**config.mk**
```make
export PLATFORM = sky130hd
export DESIGN_NAME = wr_burst_packer
export DESIGN_NICKNAME = d
export VERILOG_FILES = /design/src/rtl/wr_burst_packer_pkg.sv /design/src/rtl/wr_burst_packer_word_packer.sv /design/src/rtl/wr_burst_packer.sv
export SDC_FILE = /design/constraint.sdc
export NUM_CORES = 1
export LEC_CHECK = 0
export BUFFER_PORTS_ARGS = -buffer_cell sky130_fd_sc_hd__buf_2
export CORE_MARGIN = 5
export CORE_UTILIZATION = 43
export DETAILED_ROUTE_END_ITERATION = 8
export GPL_TIMING_DRIVEN = 0
export PLACE_DENSITY = 0.67
export SLEW_MARGIN = 20
export SYNTH_ARGS = -nofsm -noshare
export SYNTH_HDL_FRONTEND = slang
export SYNTH_SLANG_ARGS = --single-unit
export TNS_END_PERCENT = 50
```
**constraint.sdc**
```tcl
create_clock -name i_user_clk -period 28.3 [get_ports i_user_clk]
set_input_delay 1.415 -clock i_user_clk [delete_from_list [all_inputs] [get_ports i_user_clk]]
set_output_delay 1.415 -clock i_user_clk [all_outputs]
set_load 0.02 [all_outputs]
```
**src/rtl/wr_burst_packer_pkg.sv**
```systemverilog
// wr_pkg: default beat/burst geometry, counter-width helper and FSM state encoding shared by wr_burst_packer and wr_word_packer
package wr_pkg;
  function automatic int cnt_w(input int n);
    return n > 1 ? $clog2(n) : 1;
  endfunction
  localparam int USER_W = 16;
  localparam int AXI_W = 128;
  localparam int WR_LEN = 4096;
  localparam int W = AXI_W / USER_W;
  localparam int BB = AXI_W / 8;
  localparam int NB = WR_LEN / BB;
  localparam int WORD_CNT_W = cnt_w(W);
  localparam int BEAT_CNT_W = cnt_w(NB);
  typedef enum logic [1:0] {ST_IDLE, ST_RUN, ST_CMD} state_t;
endpackage

```
**src/rtl/wr_burst_packer_word_packer.sv**
```systemverilog
// wr_word_packer: packs user words into one beat (first word low, or high with WR_PACKER_MSB_FIRST_EN), zero-pads frame tails; ports: clk/rst, wr_data+accept+last in, clr, beat_done (comb), beat_data/beat_valid (registered)
module wr_word_packer
  import wr_pkg::*;
#(
  parameter int P_USER_DATA_WIDTH = 16,
  parameter int P_AXI_DATA_WIDTH = 128
) (
  input  logic                         i_user_clk,
  input  logic                         i_rst,
  input  logic [P_USER_DATA_WIDTH-1:0] wr_data,
  input  logic                         accept,
  input  logic                         last,
  input  logic                         clr,
  output logic                         beat_done,
  output logic [P_AXI_DATA_WIDTH-1:0]  beat_data,
  output logic                         beat_valid
);
  localparam int words_per_beat = P_AXI_DATA_WIDTH / P_USER_DATA_WIDTH;
  localparam int cw = cnt_w(words_per_beat);
  logic [cw-1:0] cnt;
  logic [cw-1:0] slot;
  logic [P_AXI_DATA_WIDTH-1:0] acc;
  logic [P_AXI_DATA_WIDTH-1:0] acc_n;
  assign beat_done = accept && (last || cnt == cw'(words_per_beat - 1));
`ifdef WR_PACKER_MSB_FIRST_EN
  assign slot = cw'(words_per_beat - 1) - cnt;
`else
  assign slot = cnt;
`endif
  always_comb begin
    acc_n = (cnt == '0) ? '0 : acc;
    acc_n[slot*P_USER_DATA_WIDTH +: P_USER_DATA_WIDTH] = wr_data;
  end
  always_ff @(posedge i_user_clk or posedge i_rst) begin
    if (i_rst) begin
      cnt <= '0;
      acc <= '0;
      beat_data <= '0;
      beat_valid <= 1'b0;
    end else begin
      beat_valid <= beat_done;
      if (accept) acc <= acc_n;
      if (beat_done) beat_data <= acc_n;
      cnt <= (clr || beat_done) ? '0 : accept ? cnt + 1'b1 : cnt;
    end
  end
endmodule

```
**src/rtl/wr_burst_packer.sv**
```systemverilog
// wr_burst_packer: packs user words into AXI beats, cuts bursts and issues one command per burst over a circular region; ports: i_user_clk/i_rst, user word stream in, beat stream + command out; WR_PACKER_MSB_FIRST_EN selects MSB-first packing
module wr_burst_packer
  import wr_pkg::*;
#(
  parameter int P_WR_LENGTH = 4096,
  parameter int P_USER_DATA_WIDTH = 16,
  parameter int P_AXI_DATA_WIDTH = 128,
  parameter int P_AXI_ADDR_WIDTH = 32,
  parameter logic [P_AXI_ADDR_WIDTH-1:0] P_BASE_ADDR = 32'h0000_0000,
  parameter logic [P_AXI_ADDR_WIDTH-1:0] P_ADDR_RANGE = 32'h0100_0000
) (
  input  logic                         i_user_clk,
  input  logic                         i_rst,
  input  logic [P_USER_DATA_WIDTH-1:0] i_user_wr_data,
  input  logic                         i_user_wr_valid,
  input  logic                         i_user_wr_last,
  output logic                         o_user_wr_ready,
  output logic [P_AXI_DATA_WIDTH-1:0]  o_axi_u2a_data,
  output logic                         o_axi_u2a_last,
  output logic                         o_axi_u2a_valid,
  output logic                         o_axi_wr_en,
  output logic [P_AXI_ADDR_WIDTH-1:0]  o_axi_wr_addr,
  output logic [7:0]                   o_axi_wr_length
);
  localparam int beat_bytes = P_AXI_DATA_WIDTH / 8;
  localparam int beats_per_burst = P_WR_LENGTH / beat_bytes;
  localparam int bw = cnt_w(beats_per_burst);
  localparam int aw = P_AXI_ADDR_WIDTH;
  localparam int aw1 = P_AXI_ADDR_WIDTH + 1;
  localparam logic [aw:0] region_end = {1'b0, P_BASE_ADDR} + {1'b0, P_ADDR_RANGE};
  state_t state;
  logic accept;
  logic beat_done;
  logic burst_end;
  logic [bw-1:0] bidx;
  logic [aw-1:0] addr;
  logic [aw:0] addr_sum;
  assign o_user_wr_ready = ~i_rst & (state != ST_CMD);
  assign accept = i_user_wr_valid & o_user_wr_ready;
  assign burst_end = beat_done & (i_user_wr_last | (bidx == bw'(beats_per_burst - 1)));
  // advance by bytes actually written; a burst straddling the region end stays whole and wraps afterwards
  assign addr_sum = {1'b0, addr} + aw1'((int'(o_axi_wr_length) + 1) * beat_bytes);
  wr_word_packer #(
    .P_USER_DATA_WIDTH(P_USER_DATA_WIDTH),
    .P_AXI_DATA_WIDTH(P_AXI_DATA_WIDTH)
  ) u_packer (
    .i_user_clk(i_user_clk),
    .i_rst(i_rst),
    .wr_data(i_user_wr_data),
    .accept(accept),
    .last(i_user_wr_last),
    .clr(state == ST_CMD),
    .beat_done(beat_done),
    .beat_data(o_axi_u2a_data),
    .beat_valid(o_axi_u2a_valid)
  );
  always_ff @(posedge i_user_clk or posedge i_rst) begin
    if (i_rst) begin
      state <= ST_IDLE;
      bidx <= '0;
      addr <= P_BASE_ADDR;
      o_axi_u2a_last <= 1'b0;
      o_axi_wr_en <= 1'b0;
      o_axi_wr_addr <= '0;
      o_axi_wr_length <= '0;
    end else begin
      o_axi_u2a_last <= burst_end;
      o_axi_wr_en <= burst_end;
      if (burst_end) begin
        o_axi_wr_addr <= addr;
        o_axi_wr_length <= 8'(bidx);
      end
      state <= state == ST_CMD ? ST_RUN : burst_end ? ST_CMD : accept ? ST_RUN : state;
      bidx <= state == ST_CMD ? '0 : beat_done ? bidx + 1'b1 : bidx;
      if (state == ST_CMD) addr <= addr_sum >= region_end ? P_BASE_ADDR : addr_sum[aw-1:0];
    end
  end
endmodule

```
Yosys cells after proc, flatten, opt, wreduce, memory -nomap -nowiden --
Index checks and enable logic that the tools add are counted.
Cells by class: add/subtract/negate cells 5, $lt $le $gt $ge 1, equality and inequality tests 4, shift-type cells 2, muxes and demuxes 10, bitwise gates (word level) 5, reductions and logical operators 7
Operator list (count):
- bitwise mux 128 bit | 1
- 2-to-1 mux 128 bit | 1
- variable shift 16 x 34 -> 128 bit (first input constant) | 1
- variable part select 16 x 34 -> 128 bit | 1
- negator 7 -> 34 bit | 1
- adder 32 x 13 -> 33 bit | 1
- greater-or-equal comparator 33 x 25 -> 1 bit (second input constant) | 1
- 2-to-1 mux 32 bit | 1
- 2-to-1 mux 8 bit | 2
- adder 8 x 1 -> 9 bit (second input constant) | 1
- adder 8 x 1 -> 8 bit (second input constant) | 1
- == test 8 bit (second input constant) | 1
- 2-to-1 mux 2 bit | 3
- 2-to-1 mux 3 bit | 2
- nonzero test 2 bit | 2
- adder 3 x 1 -> 3 bit (second input constant) | 1
- AND 1 bit | 3
- == test 3 bit (second input constant) | 1
- logical NOT 3 bit | 1
- nonzero test 3 bit | 1
- == test 2 bit (second input constant) | 1
- logical OR 1 bit | 2
- inequality test 2 bit (second input constant) | 1
- logical AND 1 bit | 1
- other kinds (2) | 2
Word-level totals: register bits after elaboration 343, output and inout bits 172, word-level logic and storage cells 44

Depth between registers and ports, before layout --
word-level depth 7, depth in mapped cells 14, mapped depth without buffers 12

By module --
A second synthesis with hierarchy kept.
Unflattened totals: cells, all modules 1563, area total of the unflattened synthesis 15971.6 µm²
Modules (own cells, without submodules):
- wr_word_packer | times used 1, cells an instance 1146, area an instance 12146.6 µm², seq. area each 6506.2 µm²
- wr_burst_packer | times used 1, cells an instance 417, area an instance 3824.9 µm², seq. area each 1876.8 µm²

Least setup slack after synthesis --
Ideal clock, no wire load.
kind input to register, start point input i_rst, end point register o_axi_wr_addr[27], setup time 0.125 ns, arrival time 10.565 ns, setup slack 17.610 ns, stages 7, cells stage by stage inv_1 -> nand3_1 -> nor2_1 -> and3_1 -> a21boi_1 -> clkbuf_1 -> mux2_2
On the way: cells in the longest elaborated chain, start to end 5
Ends and longest elaborated chain:
- start, declared | line wr_burst_packer.sv:13 | input logic i_rst,
- NOT 1 bit | line wr_burst_packer.sv:38 | assign o_user_wr_ready = ~i_rst & (state != ST_CMD);
- AND 1 bit | line wr_burst_packer.sv:38
- AND 1 bit | line wr_burst_packer.sv:39 | assign accept = i_user_wr_valid & o_user_wr_ready;
- logical AND 1 bit | line wr_burst_packer_word_packer.sv:24 | assign beat_done = accept && (last || cnt == cw'(words_per_beat - 1));
- AND 1 bit | line wr_burst_packer.sv:40 | assign burst_end = beat_done & (i_user_wr_last | (bidx == bw'(beats_per_burst - 1)));
- end signal, assigned | line wr_burst_packer.sv:70 | o_axi_wr_addr <= addr;
- end, declared | line wr_burst_packer.sv:22 | output logic [P_AXI_ADDR_WIDTH-1:0] o_axi_wr_addr,
Every way passes these cells. A chain may end at the register's enable or synchronous reset.

Worst setup path in the final report --
start point input i_rst, end point register u_packer.beat_data[70]
On the way: cells in the longest elaborated chain, start to end 4
Ends and longest elaborated chain:
- NOT 1 bit | line wr_burst_packer.sv:38
- AND 1 bit | line wr_burst_packer.sv:38
- AND 1 bit | line wr_burst_packer.sv:39
- logical AND 1 bit | line wr_burst_packer_word_packer.sv:24
- end signal, assigned | line wr_burst_packer_word_packer.sv:43 | if (beat_done) beat_data <= acc_n;
- end, declared | line wr_burst_packer_word_packer.sv:15 | output logic [P_AXI_DATA_WIDTH-1:0] beat_data,
Every way passes these cells.

==> impl_metrics.py <==
metrics = {
    "outcome": {
        "outcome": "completed",
    },
    "run": {
        "cap_violations": 0,
    },
    "yosys": {
        "netlist.top_cell.by_area": "sky130_fd_sc_hd__dfrtp_1",
        "yosysMostFrequentCell": "sky130_fd_sc_hd__dfrtp_1",
        "synth.ff_latch_count": 335,
        "post_synth_most_frequent_cells": "sky130_fd_sc_hd__dfrtp_1 (335), sky130_fd_sc_hd__a21oi_1 (244), sky130_fd_sc_hd__nor2_1 (153)",
        "syn-cell-area_mm2": 0.0150,
        "synth-edff-count": 0,
        "netlist-cell-type-count": 62,
        "yosys_warnings": 0,
        "synth_seq_area_share_pct": 55.9,
        "ys.flop_type": "sky130_fd_sc_hd__dfrtp_1",
        "yosys-top-cells-area": "sky130_fd_sc_hd__dfrtp_1 (56%), sky130_fd_sc_hd__a21oi_1 (8.1%), sky130_fd_sc_hd__a22o_1 (6.6%)",
        "netlist_instances": 1436,
        "synthArstFlopShare_pct": 100,
        "synthDominantCellAreaShare_pct": 55.9,
        "postSynthAreaPerCell_um2": 10.5,
    },
    "die": {
        "die_height_um": 197,
        "core_region_area_mm2": 0.0345,
        "io_pins": 192,
        "fp_rows": 68,
        "die_w_um": 197,
        "floorplan.initialDensity_pct": 43.4,
        "fp.dieArea_mm2": 0.0387,
    },
    "power_and_ir_drop": {
        "p_clk_share_pct": 30.8,
        "p_leak_nw": 8.14,
        "report.power.total_mw": 1.58,
        "p_seq_share_pct": 39.9,
        "internal_power_mw": 1.01,
        "power.density_cell_area_mw_per_mm2": 88.7,
        "ir_worst_vdd_mv": 0.0602,
        "power.switching_fraction_pct": 36.2,
        "power_frac_comb_pct": 29.3,
        "switching_pwr_mw": 0.573,
    },
    "place": {
        "place_worst_setup_slack_ns": 23.48,
        "portBuffers": 183,
        "hpwl_detailed_um": 31700,
        "globalplace.congestion": 0.884,
    },
    "clocking": {
        "total_clock_buffers_created_by_cts": 38,
        "ctsHtreeMaxLevel": 2,
        "cts_post_setup_buffers_inserted": 0,
        "cts_resized": 0,
        "clock-sinks": 335,
        "cts-hold-fix-buffers": 0,
        "root_buffer_cell": "sky130_fd_sc_hd__clkbuf_16",
        "cts_tree": "yes",
        "clkSlewWorstSetupHoldPaths_ns": 0.06,
        "clockBufferDepth": 3,
        "clk_latency_ns": 0.55,
    },
    "worst_setup_path": {
        "cp.buffers_inverters": 5,
        "largest_delay_share_family_worst_path": "buffers and inverters",
        "crit_arrival_ns": 4.71,
        "path_cells": "buf_2 -> inv_8 -> buf_16 -> nand3_1 -> nor2_1 -> clkbuf_1 -> buf_1 -> a21oi_1",
        "cp-end-kind": "register",
        "worst-path-max-fanout": 84,
        "worstPathRequired_ns": 28.67,
        "critical_path.reg2reg.startpoint": "u_packer.cnt[0]",
        "timing.setup.critical_path_class": "input pin to register",
        "critical_path.max_stage_delay_ns": 0.77,
        "critical_path_origin": "i_rst",
        "crit_path_top_delay_cell": "sky130_fd_sc_hd__nor2_1",
        "timing.critical_path.from_type": "input pin",
    },
    "final_layout": {
        "share_of_layout_cells_above_drive_strength_1_pct": 19.0,
        "area_delta_synth_final_pct": 18.9,
        "final_core_util_pct": 51.7,
        "num-nets-final": 1701,
    },
    "route": {
        "wl_um": 45900,
        "drt_iter0_drc": 1020,
        "routed_wire_length_per_instance_um": 21.4,
        "sum_of_met3_wire_segment_lengths_after_detailed_routing_um": 3690,
        "post_detailed_route_count_of_antenna_violating_nets": 0,
        "met1_length_um": 19100,
        "met2_length_um": 21600,
        "routed.top_layer": "met5",
        "post-route-drc-count": 0,
        "detail_route.first_pass.iterations": 5,
        "via_density_per_instance": 5.71,
        "num_vias": 12300,
    },
    "timing": {
        "setup_tns_ns": 0,
        "report.final.slew_viol_count": 0,
        "layout_worst_path_cycle_share_pct": 15.3,
        "timing.final.crit_period_ns": 4.34,
        "finalSetupViolations": 0,
        "worstMarginPinSlew_ns": 0.983,
        "report.final.hold_viol_count": 0,
        "rsz0062_at_grt": "false",
        "fmaxAchievable_mhz": 230,
        "slew_headroom_pct": 34.4,
        "final.setup_skew_ns": 0.0347,
        "finalWorstSetupSlack_ns": 23.96,
    },
    "worst_hold_path": {
        "type_of_the_most_critical_hold_path": "register to register",
        "worst_hold_startpoint": "u_packer.acc[91]",
    },
    "global_route": {
        "global_route_wire_length_before_repair_um": 70600,
        "grt_antenna_before_repair": 3,
        "grt_start_max_net_pins": 108,
        "grtUsageTotal_pct": 23.0,
        "overflow": 0,
        "via_count_of_the_first_global_routing_pass": 12100,
    },
}
[path summary, 6_finish.rpt]
kind | to | slack [ns] | cells after the start
worst max-delay path | u_packer.beat_data[70] | 23.96 | 8
worst min-delay path | u_packer.acc[91] | 0.48 | 2
worst max register to register | u_packer.acc[102] | 23.97 | 13
worst min register to register | u_packer.acc[91] | 0.48 | 2
max in group asynchronous | u_packer.acc[62] | 26.15 | 4
min in group asynchronous | o_axi_wr_addr[15] | 0.89 | 2
[metrics by stage]
step | instance area (um^2) | hold WS, ns | std cells
after CTS | 17800 | 0.476 | 2148
after global routing | 17800 | 0.494 | 2149
after detailed placement | 16600 | 0.462 | 2080
final | 17800 | 0.478 | 2149
after global placement | 16500 | 0.454 | 2077
after floorplan | 15000 | 0.442 | 1439
[placed cells by master, fill, tap and decap left out, types with 4 or more instances in the layout]
cell	count
sky130_fd_sc_hd__clkbuf_8	9
sky130_fd_sc_hd__buf_4	6
sky130_fd_sc_hd__buf_2	188
sky130_fd_sc_hd__clkbuf_16	39
sky130_fd_sc_hd__a32oi_1	6
sky130_fd_sc_hd__and3_1	12
sky130_fd_sc_hd__a22o_1	113
sky130_fd_sc_hd__o21ai_0	22
sky130_fd_sc_hd__nor3b_1	98
sky130_fd_sc_hd__nor2b_1	18
sky130_fd_sc_hd__nor3_1	8
sky130_fd_sc_hd__clkbuf_1	112
sky130_fd_sc_hd__nand2_1	72
sky130_fd_sc_hd__a21oi_1	244
sky130_fd_sc_hd__nand4_1	6
sky130_fd_sc_hd__xnor2_1	13
sky130_fd_sc_hd__nand3_1	17
sky130_fd_sc_hd__o31ai_1	7
sky130_fd_sc_hd__mux2_2	42
sky130_fd_sc_hd__mux2i_1	4
sky130_fd_sc_hd__or3_1	4
sky130_fd_sc_hd__inv_1	11
sky130_fd_sc_hd__xor2_1	15
sky130_fd_sc_hd__ha_1	15
sky130_fd_sc_hd__nor2_1	153
sky130_fd_sc_hd__a21o_1	8
sky130_fd_sc_hd__and4_1	5
sky130_fd_sc_hd__o21ai_1	5
sky130_fd_sc_hd__a21oi_2	9
sky130_fd_sc_hd__dfrtp_1	335
sky130_fd_sc_hd__a31oi_1	8
sky130_fd_sc_hd__buf_1	18
sky130_fd_sc_hd__and2_1	11
sky130_fd_sc_hd__conb_1	4
[sequential cells by signal, indices dropped and copies added, names as in the netlist]
name / count
addr: 28
bidx: 8
o_axi_wr_addr: 28
o_axi_wr_en: 1
o_axi_wr_length: 8
state: 2
u_packer.acc: 128
u_packer.beat_data: 128
u_packer.beat_valid: 1
u_packer.cnt: 3
[power by group through the flow]
stage          registers [mW]  clock network, mW  logic (mW)
3_5_place_dp            0.637                  0       0.461
5_1_grt                 0.642              0.515       0.502
4_1_cts                 0.630              0.495       0.464
3_3_place_gp            0.636                  0       0.452
2_1_floorplan           0.694                  0       0.236
6_report                0.631              0.488       0.464
[cell type report]
cell class                      count  area [um^2]
Tap cell                          455          569
Clock inverter                      8         97.6
Sequential cell                   335         8380
Inverter                           12         52.6
Multi-Input combinational cell    961         6050
Buffer                            131          544
Fill cell                        3176        16700
Antenna cell                        1         2.50
Timing Repair Buffer              186          998
Clock buffer                       60         1140
[worst reg2reg max path, cell delays in order (launching register included)]
cell and delay, ns:
sky130_fd_sc_hd__dfrtp_1 0.46, sky130_fd_sc_hd__clkbuf_1 0.41, sky130_fd_sc_hd__clkbuf_1 0.44, sky130_fd_sc_hd__inv_1 0.11, sky130_fd_sc_hd__ha_1 0.22, sky130_fd_sc_hd__ha_1 0.20
sky130_fd_sc_hd__clkbuf_1 0.33, sky130_fd_sc_hd__nor2_1 0.23, sky130_fd_sc_hd__nand2_1 0.08, sky130_fd_sc_hd__nor3_1 0.74, sky130_fd_sc_hd__and2_0 0.22, sky130_fd_sc_hd__clkbuf_1 0.23
sky130_fd_sc_hd__clkbuf_1 0.40, sky130_fd_sc_hd__a22o_1 0.23
[logic make-up after synthesis]
group / after synthesis / synth area share (%)
AO/OA/AOI/OAI: 442 / 18.9
XOR/XNOR: 28 / 1.63
multiplexers: 46 / 3.42
other: 1 / 0.0250
AND/OR/NAND/NOR: 425 / 14.8
flip-flops: 335 / 55.9
buffers and inverters: 143 / 3.93
adder cells (fa/ha/maj): 16 / 1.38
[per-layer routing]
layer  vias to the layer above  global-route usage [%]
met1                      6134                    31.7
met3                        83                    4.75
met4                         4                    7.16
li1                       5563                       -
met5                         -                       0
met2                       491                    36.7
(Power assumes the default switching activity.)
